### src/rtl/arm_multicycle_pkg.sv
// Shared types for the multicycle ARM core memory path: arbiter FSM states
// and the grant identifier used for round-robin sharing of the unified memory.
package arm_multicycle_pkg;

    typedef enum logic [1:0] {
        STATE_IDLE,
        STATE_ACCESS,
        STATE_RESP
    } arbStateType;

    typedef enum logic {
        GRANT_CPU,
        GRANT_DMA
    } grantType;

endpackage

### src/rtl/arm_multicycle_mem_arbiter.sv
// Two-requester (core / DMA) arbiter and wait-state sequencer for the unified
// instruction/data memory; retires each transaction with a one-cycle ready pulse.
module arm_multicycle_mem_arbiter
    import arm_multicycle_pkg::*;
#(
    parameter int BusWidth   = 32,
    parameter int WaitStates = 1
) (
    input  logic                i_CLK,
    input  logic                i_NRESET,
    input  logic                i_CPU_Req,
    input  logic                i_CPU_Write,
    input  logic [BusWidth-1:0] i_CPU_Addr,
    input  logic [BusWidth-1:0] i_CPU_WData,
    output logic [BusWidth-1:0] o_CPU_RData,
    output logic                o_CPU_Ready,
    input  logic                i_DMA_Req,
    input  logic                i_DMA_Write,
    input  logic [BusWidth-1:0] i_DMA_Addr,
    input  logic [BusWidth-1:0] i_DMA_WData,
    output logic [BusWidth-1:0] o_DMA_RData,
    output logic                o_DMA_Ready,
    output logic                o_Mem_En,
    output logic                o_Mem_WE,
    output logic [BusWidth-1:0] o_Mem_Addr,
    output logic [BusWidth-1:0] o_Mem_WData,
    input  logic [BusWidth-1:0] i_Mem_RData
);

    localparam int CntWidth = (WaitStates > 0) ? $clog2(WaitStates + 1) : 1;

    arbStateType          state_reg;
    grantType             grant_reg;
    logic                 write_reg;
    logic [CntWidth-1:0]  cnt_reg;
    logic                 mem_en_reg;
    logic                 mem_we_reg;
    logic [BusWidth-1:0]  mem_addr_reg;
    logic [BusWidth-1:0]  mem_wdata_reg;
    logic [BusWidth-1:0]  cpu_rdata_reg;
    logic [BusWidth-1:0]  dma_rdata_reg;
    logic                 cpu_ready_reg;
    logic                 dma_ready_reg;

    grantType             winner;
    logic                 sel_write;
    logic [BusWidth-1:0]  sel_addr;
    logic [BusWidth-1:0]  sel_wdata;

    // grant_reg doubles as the last-grant flop: on a tie the other side wins.
    always_comb begin
        winner    = (i_CPU_Req && (!i_DMA_Req || grant_reg == GRANT_DMA)) ? GRANT_CPU : GRANT_DMA;
        sel_write = (winner == GRANT_CPU) ? i_CPU_Write : i_DMA_Write;
        sel_addr  = (winner == GRANT_CPU) ? i_CPU_Addr  : i_DMA_Addr;
        sel_wdata = (winner == GRANT_CPU) ? i_CPU_WData : i_DMA_WData;
    end

    always_ff @(posedge i_CLK or negedge i_NRESET) begin
        if (!i_NRESET) begin
            state_reg     <= STATE_IDLE;
            grant_reg     <= GRANT_DMA;
            write_reg     <= 1'b0;
            cnt_reg       <= '0;
            mem_en_reg    <= 1'b0;
            mem_we_reg    <= 1'b0;
            mem_addr_reg  <= '0;
            mem_wdata_reg <= '0;
            cpu_rdata_reg <= '0;
            dma_rdata_reg <= '0;
            cpu_ready_reg <= 1'b0;
            dma_ready_reg <= 1'b0;
        end else begin
            cpu_ready_reg <= 1'b0;
            dma_ready_reg <= 1'b0;
            case (state_reg)
                STATE_IDLE: begin
                    if (i_CPU_Req || i_DMA_Req) begin
                        grant_reg     <= winner;
                        write_reg     <= sel_write;
                        mem_addr_reg  <= sel_addr;
                        mem_wdata_reg <= sel_wdata;
                        cnt_reg       <= CntWidth'(WaitStates);
                        mem_en_reg    <= 1'b1;
                        mem_we_reg    <= (WaitStates == 0) && sel_write;
                        state_reg     <= STATE_ACCESS;
                    end
                end
                STATE_ACCESS: begin
                    if (cnt_reg == '0) begin
                        mem_en_reg <= 1'b0;
                        mem_we_reg <= 1'b0;
                        if (!write_reg) begin
                            if (grant_reg == GRANT_CPU) cpu_rdata_reg <= i_Mem_RData;
                            else                        dma_rdata_reg <= i_Mem_RData;
                        end
                        cpu_ready_reg <= (grant_reg == GRANT_CPU);
                        dma_ready_reg <= (grant_reg == GRANT_DMA);
                        state_reg     <= STATE_RESP;
                    end else begin
                        cnt_reg    <= cnt_reg - 1'b1;
                        // Strobe lands only in the final access cycle.
                        mem_we_reg <= write_reg && (cnt_reg == CntWidth'(1));
                    end
                end
                STATE_RESP: state_reg <= STATE_IDLE;
                default:    state_reg <= STATE_IDLE;
            endcase
        end
    end

    assign o_Mem_En    = mem_en_reg;
    assign o_Mem_WE    = mem_we_reg;
    assign o_Mem_Addr  = mem_addr_reg;
    assign o_Mem_WData = mem_wdata_reg;
    assign o_CPU_RData = cpu_rdata_reg;
    assign o_DMA_RData = dma_rdata_reg;
    assign o_CPU_Ready = cpu_ready_reg;
    assign o_DMA_Ready = dma_ready_reg;

endmodule

### config.mk
export PLATFORM = sky130hd
export DESIGN_NAME = arm_multicycle_mem_arbiter
export DESIGN_NICKNAME = d
export VERILOG_FILES = /design/src/rtl/arm_multicycle_pkg.sv /design/src/rtl/arm_multicycle_mem_arbiter.sv
export SDC_FILE = /design/constraint.sdc
export NUM_CORES = 1
export LEC_CHECK = 0
export CAP_MARGIN = 20
export CORE_UTILIZATION = 44
export CTS_CLUSTER_SIZE = 16
export DETAILED_ROUTE_END_ITERATION = 6
export GPL_ROUTABILITY_DRIVEN = 0
export PLACE_DENSITY = 0.86
export SYNTH_ARGS = -nofsm -noshare
export SYNTH_HDL_FRONTEND = slang
export SYNTH_SLANG_ARGS = --single-unit
### constraint.sdc
create_clock -name i_CLK -period 3.15 [get_ports i_CLK]
set_input_delay 0.63 -clock i_CLK [delete_from_list [all_inputs] [get_ports i_CLK]]
set_output_delay 0.63 -clock i_CLK [all_outputs]
set_load 0.02 [all_outputs]
Word-level counts from Yosys, hierarchy flattened

Index checks and enable logic that the tools add are counted.

Equal/unequal tests: 3
Muxes and demuxes: 19
Reduce and logical (&&, ||, !) cells: 13
Bitwise gates (word level): 3
Add/subtract/negate cells: 1

Operators with widths:

| cell                                                | number |
|---|---|
| 2-to-1 mux 32 bit                                   | 2 |
| 2-to-1 mux 1 bit                                    | 11 |
| AND reduction 4 bit                                 | 2 |
| one-hot mux 1 bit (2 select lines)                  | 3 |
| AND reduction 2 bit                                 | 3 |
| 2-to-1 mux 2 bit                                    | 2 |
| != test 2 bit, second input constant                | 2 |
| one-hot mux 2 bit (2 select lines)                  | 1 |
| inverter 1 bit                                      | 3 |
| AND reduction 3 bit                                 | 1 |
| equality test 2 x 1 -> 1 bit, second input constant | 1 |
| logical AND 1 bit                                   | 2 |
| logical NOT 2 bit                                   | 1 |
| logical OR 1 bit                                    | 2 |
| nonzero test 2 bit                                  | 1 |
| logical NOT 1 bit                                   | 1 |
| subtractor 1 bit, second input constant             | 1 |

Bits in registers: 137
Input port bits: 166

Logic depth before layout (Yosys ltp)

Word-level depth: 4
Gate-level depth with buffers: 5
Gate-level depth less buffers: 3

Worst setup path before layout

Ideal clock, no wire load.

Kind: input port to flip-flop
From: input port i_CPU_Req
To: register mem_addr_reg[10] (netlist: o_Mem_Addr[10])
Path slack: 1.552 ns
Library setup time: 0.141 ns
Arrival: 1.457 ns
Stages: 5
Required time: 3.009 ns
Path through: or2_2 > buf_2 > clkbuf_1 > a21oi_1 > a31oi_1

Cells in the longest elaborated chain, start to end: 2
Elaborated cells between the ends (all ways): 4
Those cells by class: mux (1); reduce/logical (3)

Ends and longest elaborated chain:

| element                                                  | RTL line                                                           | text |
|---|---|---|
| start, declared                                          | arm_multicycle_mem_arbiter.sv:11                                   | `input logic i_CPU_Req,` |
| logical AND 1 bit or logical OR 1 bit (tied branches)    | arm_multicycle_mem_arbiter.sv:52, arm_multicycle_mem_arbiter.sv:77 |  |
| 2-to-1 mux 32 bit or AND reduction 2 bit (tied branches) | --                                                                 |  |
| end signal, assigned                                     | arm_multicycle_mem_arbiter.sv:80                                   | `mem_addr_reg <= sel_addr;` |
| end, declared                                            | arm_multicycle_mem_arbiter.sv:38                                   | `logic [BusWidth-1:0] mem_addr_reg;` |

Parallel ways exist; a longest one is shown, timed or not.
A chain may end at the register's enable or synchronous reset.

Worst setup path in the final report

From: register mem_wdata_reg[19] (netlist: o_Mem_WData[19])
To: output port o_Mem_WData[19]

RTL lines:

| element                | RTL line                         | text |
|---|---|---|
| start, declared        | arm_multicycle_mem_arbiter.sv:39 | `logic [BusWidth-1:0] mem_wdata_reg;` |
| start signal, assigned | arm_multicycle_mem_arbiter.sv:81 | `mem_wdata_reg <= sel_wdata;` |
| end, declared          | arm_multicycle_mem_arbiter.sv:26 | `output logic [BusWidth-1:0] o_Mem_WData,` |

No word-level cell between the ends.

==> run metrics <==
Final setup viols 0; Post-CTS Resized 0; Ys Warns 0; buffers added on ports 297; DRT antenna net count 0; die width 120 µm; Final Instance Area 9800 µm²; Final Max Slew Viols 0; Crit path largest cell delay 0.63 ns; Pwr per Cell Area 1090 nW/µm²; dpl cell area 9150 µm²; worst path cell trace clkdlybuf4s50_1; die height 120 µm; vias in the first global route 5,831; vias 5,731; total CTS buffers 17; initial antenna violation count 0; Setup crit start kind flip-flop; post-synth top area share 0.556; Final #Nets 977; leakage 3.99 nW; HPWL Detailed 13,200 µm; I/O pin total 298; synthesized area 6120 µm²; Post-Syn Instances 540; WP data arrival 1.44 ns; Antenna diodes 0; hold buffer count at cts 0; Final Non-Filler Cells 999; Clock transition at path regs 0.06 ns; reg2reg start state_reg[0]$_DFFE_PN0P_; Starting Density 0.457; drt total wl 19,900 µm; Skew-Pair Late Insertion Delay 0.42 ns; Pre-Repair DR Iteration Count 5; fin crit share 0.658; fill count 882; most frequent cells in the layout clkdlybuf4s50_1 (295), dfrtp_1 (136), nand3_1 (65), a21oi_1 (65), a31oi_1 (65); DRT iter0 DRCs 474; register bit total from synthesis 137; Syn Area/Cell 11.3 µm²; HP Class in2async; Critical Path Fanout Max 2; R2R setup slack 1.15 ns; CP top delay family buffers and inverters; Post-CTS Setup Inserts 0; Mapped Nets 706; clock skew 0.00961 ns; outcome completed; leading cell type in the layout, fill and taps excluded clkdlybuf4s50_1; Slew @ Worst Pin 0.976 ns; Root Driver clkbuf_16; gr ovfl total 0; # rows 42; largest net degree at the start of global routing 71; worst path required time 2.52 ns; clock buffer depth 2; area delta synth->final 60.1%; max-cap violations 0; total clock sinks 137; CP endpoint kind output port; Seq/Total Area, Yosys 0.560; Crit Path Class reg2out; All-Layer GR Usage 0.277; via/cell ratio 5.74; RSZ-0062 raised after global routing false; share of cells above drive strength 1 0.131; worst r2r path cells 3; largest cells by area after synthesis dfrtp_1 (56%), mux2_4 (7.4%), a31oi_1 (6.6%), a21oi_1 (5.3%), nand3_1 (5.3%); Worst slew margin 0.349; CP bufs+invs 1; Core Area 13,400 µm²; wire length per cell 19.9 µm; Tmin final 2.07 ns; DRC viols 0; setup TNS 0 ns; Die ar. 14,400 µm²; first-pass GRT wire length 30,500 µm; H-tree levels 4; worst reg2reg endpoint o_DMA_RData[20]$_DFFE_PN0P_; Worst path slowest cell clkdlybuf4s50_1; count of final hold-check violations 0; Synth cell types 31; fmax 0.482 GHz; area leader, netlist dfrtp_1; dpl cells 968; maximum vdd drop 0.454 mV; CTS tree built
==> area by class of cell <==
class                           instances  area (µm²)  area share
Tap cell                              176         220      0.0225
Clock buffer                           21         480      0.0490
Clock inverter                         10         166      0.0170
Sequential cell                       137        3430       0.350
Multi-Input combinational cell        346        2410       0.246
Inverter                                2        7.51    0.000766
Timing Repair Buffer                  307        3080       0.315
==> worst max path at each step <==
stage | startpoint | endpoint | slack (ns) | depth (start not counted)
6_report | o_Mem_WData[19]$_DFFE_PN0P_ | o_Mem_WData[19] | 1.08 | 1
5_1_grt | o_DMA_RData[24]$_DFFE_PN0P_ | o_DMA_RData[24] | 1.03 | 1
4_1_cts | o_Mem_WData[19]$_DFFE_PN0P_ | o_Mem_WData[19] | 1.06 | 1
3_5_place_dp | i_DMA_Req | o_Mem_Addr[20]$_DFFE_PN0P_ | 0.77 | 5
3_3_place_gp | i_DMA_Req | o_Mem_Addr[20]$_DFFE_PN0P_ | 0.86 | 5
2_1_floorplan | i_CPU_Req | o_Mem_Addr[10]$_DFFE_PN0P_ | 1.55 | 5
==> metal layers <==
metal  track usage  up-vias  share of wire
li1              -     2538              -
met1         0.317     2793           0.38
met2         0.473      347           0.50
met3        0.0803       53          0.086
met4         0.134        0          0.034
met5             0        -              0
==> synthesized netlist by cell type <==
cell / instances
nand3b_4: 1
buf_2: 8
and2_1: 1
nor4_4: 1
or2_2: 2
a21o_1: 1
nand2b_1: 1
buf_4: 9
inv_2: 1
nand2_1: 2
buf_1: 4
nor3_1: 1
inv_1: 1
mux2_1: 11
nand2b_4: 1
nor3b_4: 1
nand3_1: 65
nor2_2: 1
dfrtp_1: 136
a31oi_1: 65
a21oi_1: 65
o22ai_1: 2
dfstp_2: 1
mux2_4: 30
nor2b_1: 1
o21ai_0: 61
mux2_2: 23
buf_6: 6
o21ai_1: 8
nor2_1: 2
clkbuf_1: 28
==> where the power goes <==
group,switching (mW),internal [mW],total (mW)
combinational,2.68,2.59,5.27
sequential,0.617,2.67,3.29
clock,0.739,1.41,2.15
==> metrics by stage <==
step | setup slack (ns) | utilization | total power [mW] | hold WS, ns
global placement | 0.860 | 0.683 | 8.29 | 0.467
CTS | 1.06 | 0.731 | 10.8 | 0.223
floorplan | 1.55 | - | 5.98 | 0.334
finish | 1.08 | 0.731 | 10.7 | 0.199
global route | 1.03 | 0.731 | 11.2 | 0.252
detailed placement | 0.773 | 0.683 | 8.52 | 0.476
==> kinds of logic after synthesis <==
family	share of synthesized area
buffers and inverters	0.0495
and+or+nand+nor	0.0746
DFF	0.560
muxes	0.136
AOI/OAI and AO/OA	0.179
==> worst register-to-register path: cells and delay by family, from the launching register on <==
| kind | cells | cell delay, ns |
|---|---|---|
| DFF | 1 | 0.47 |
| muxes | 1 | 0.53 |
| and+or+nand+nor | 2 | 0.88 |
Note: power is estimated with default switching activity, not from simulation.
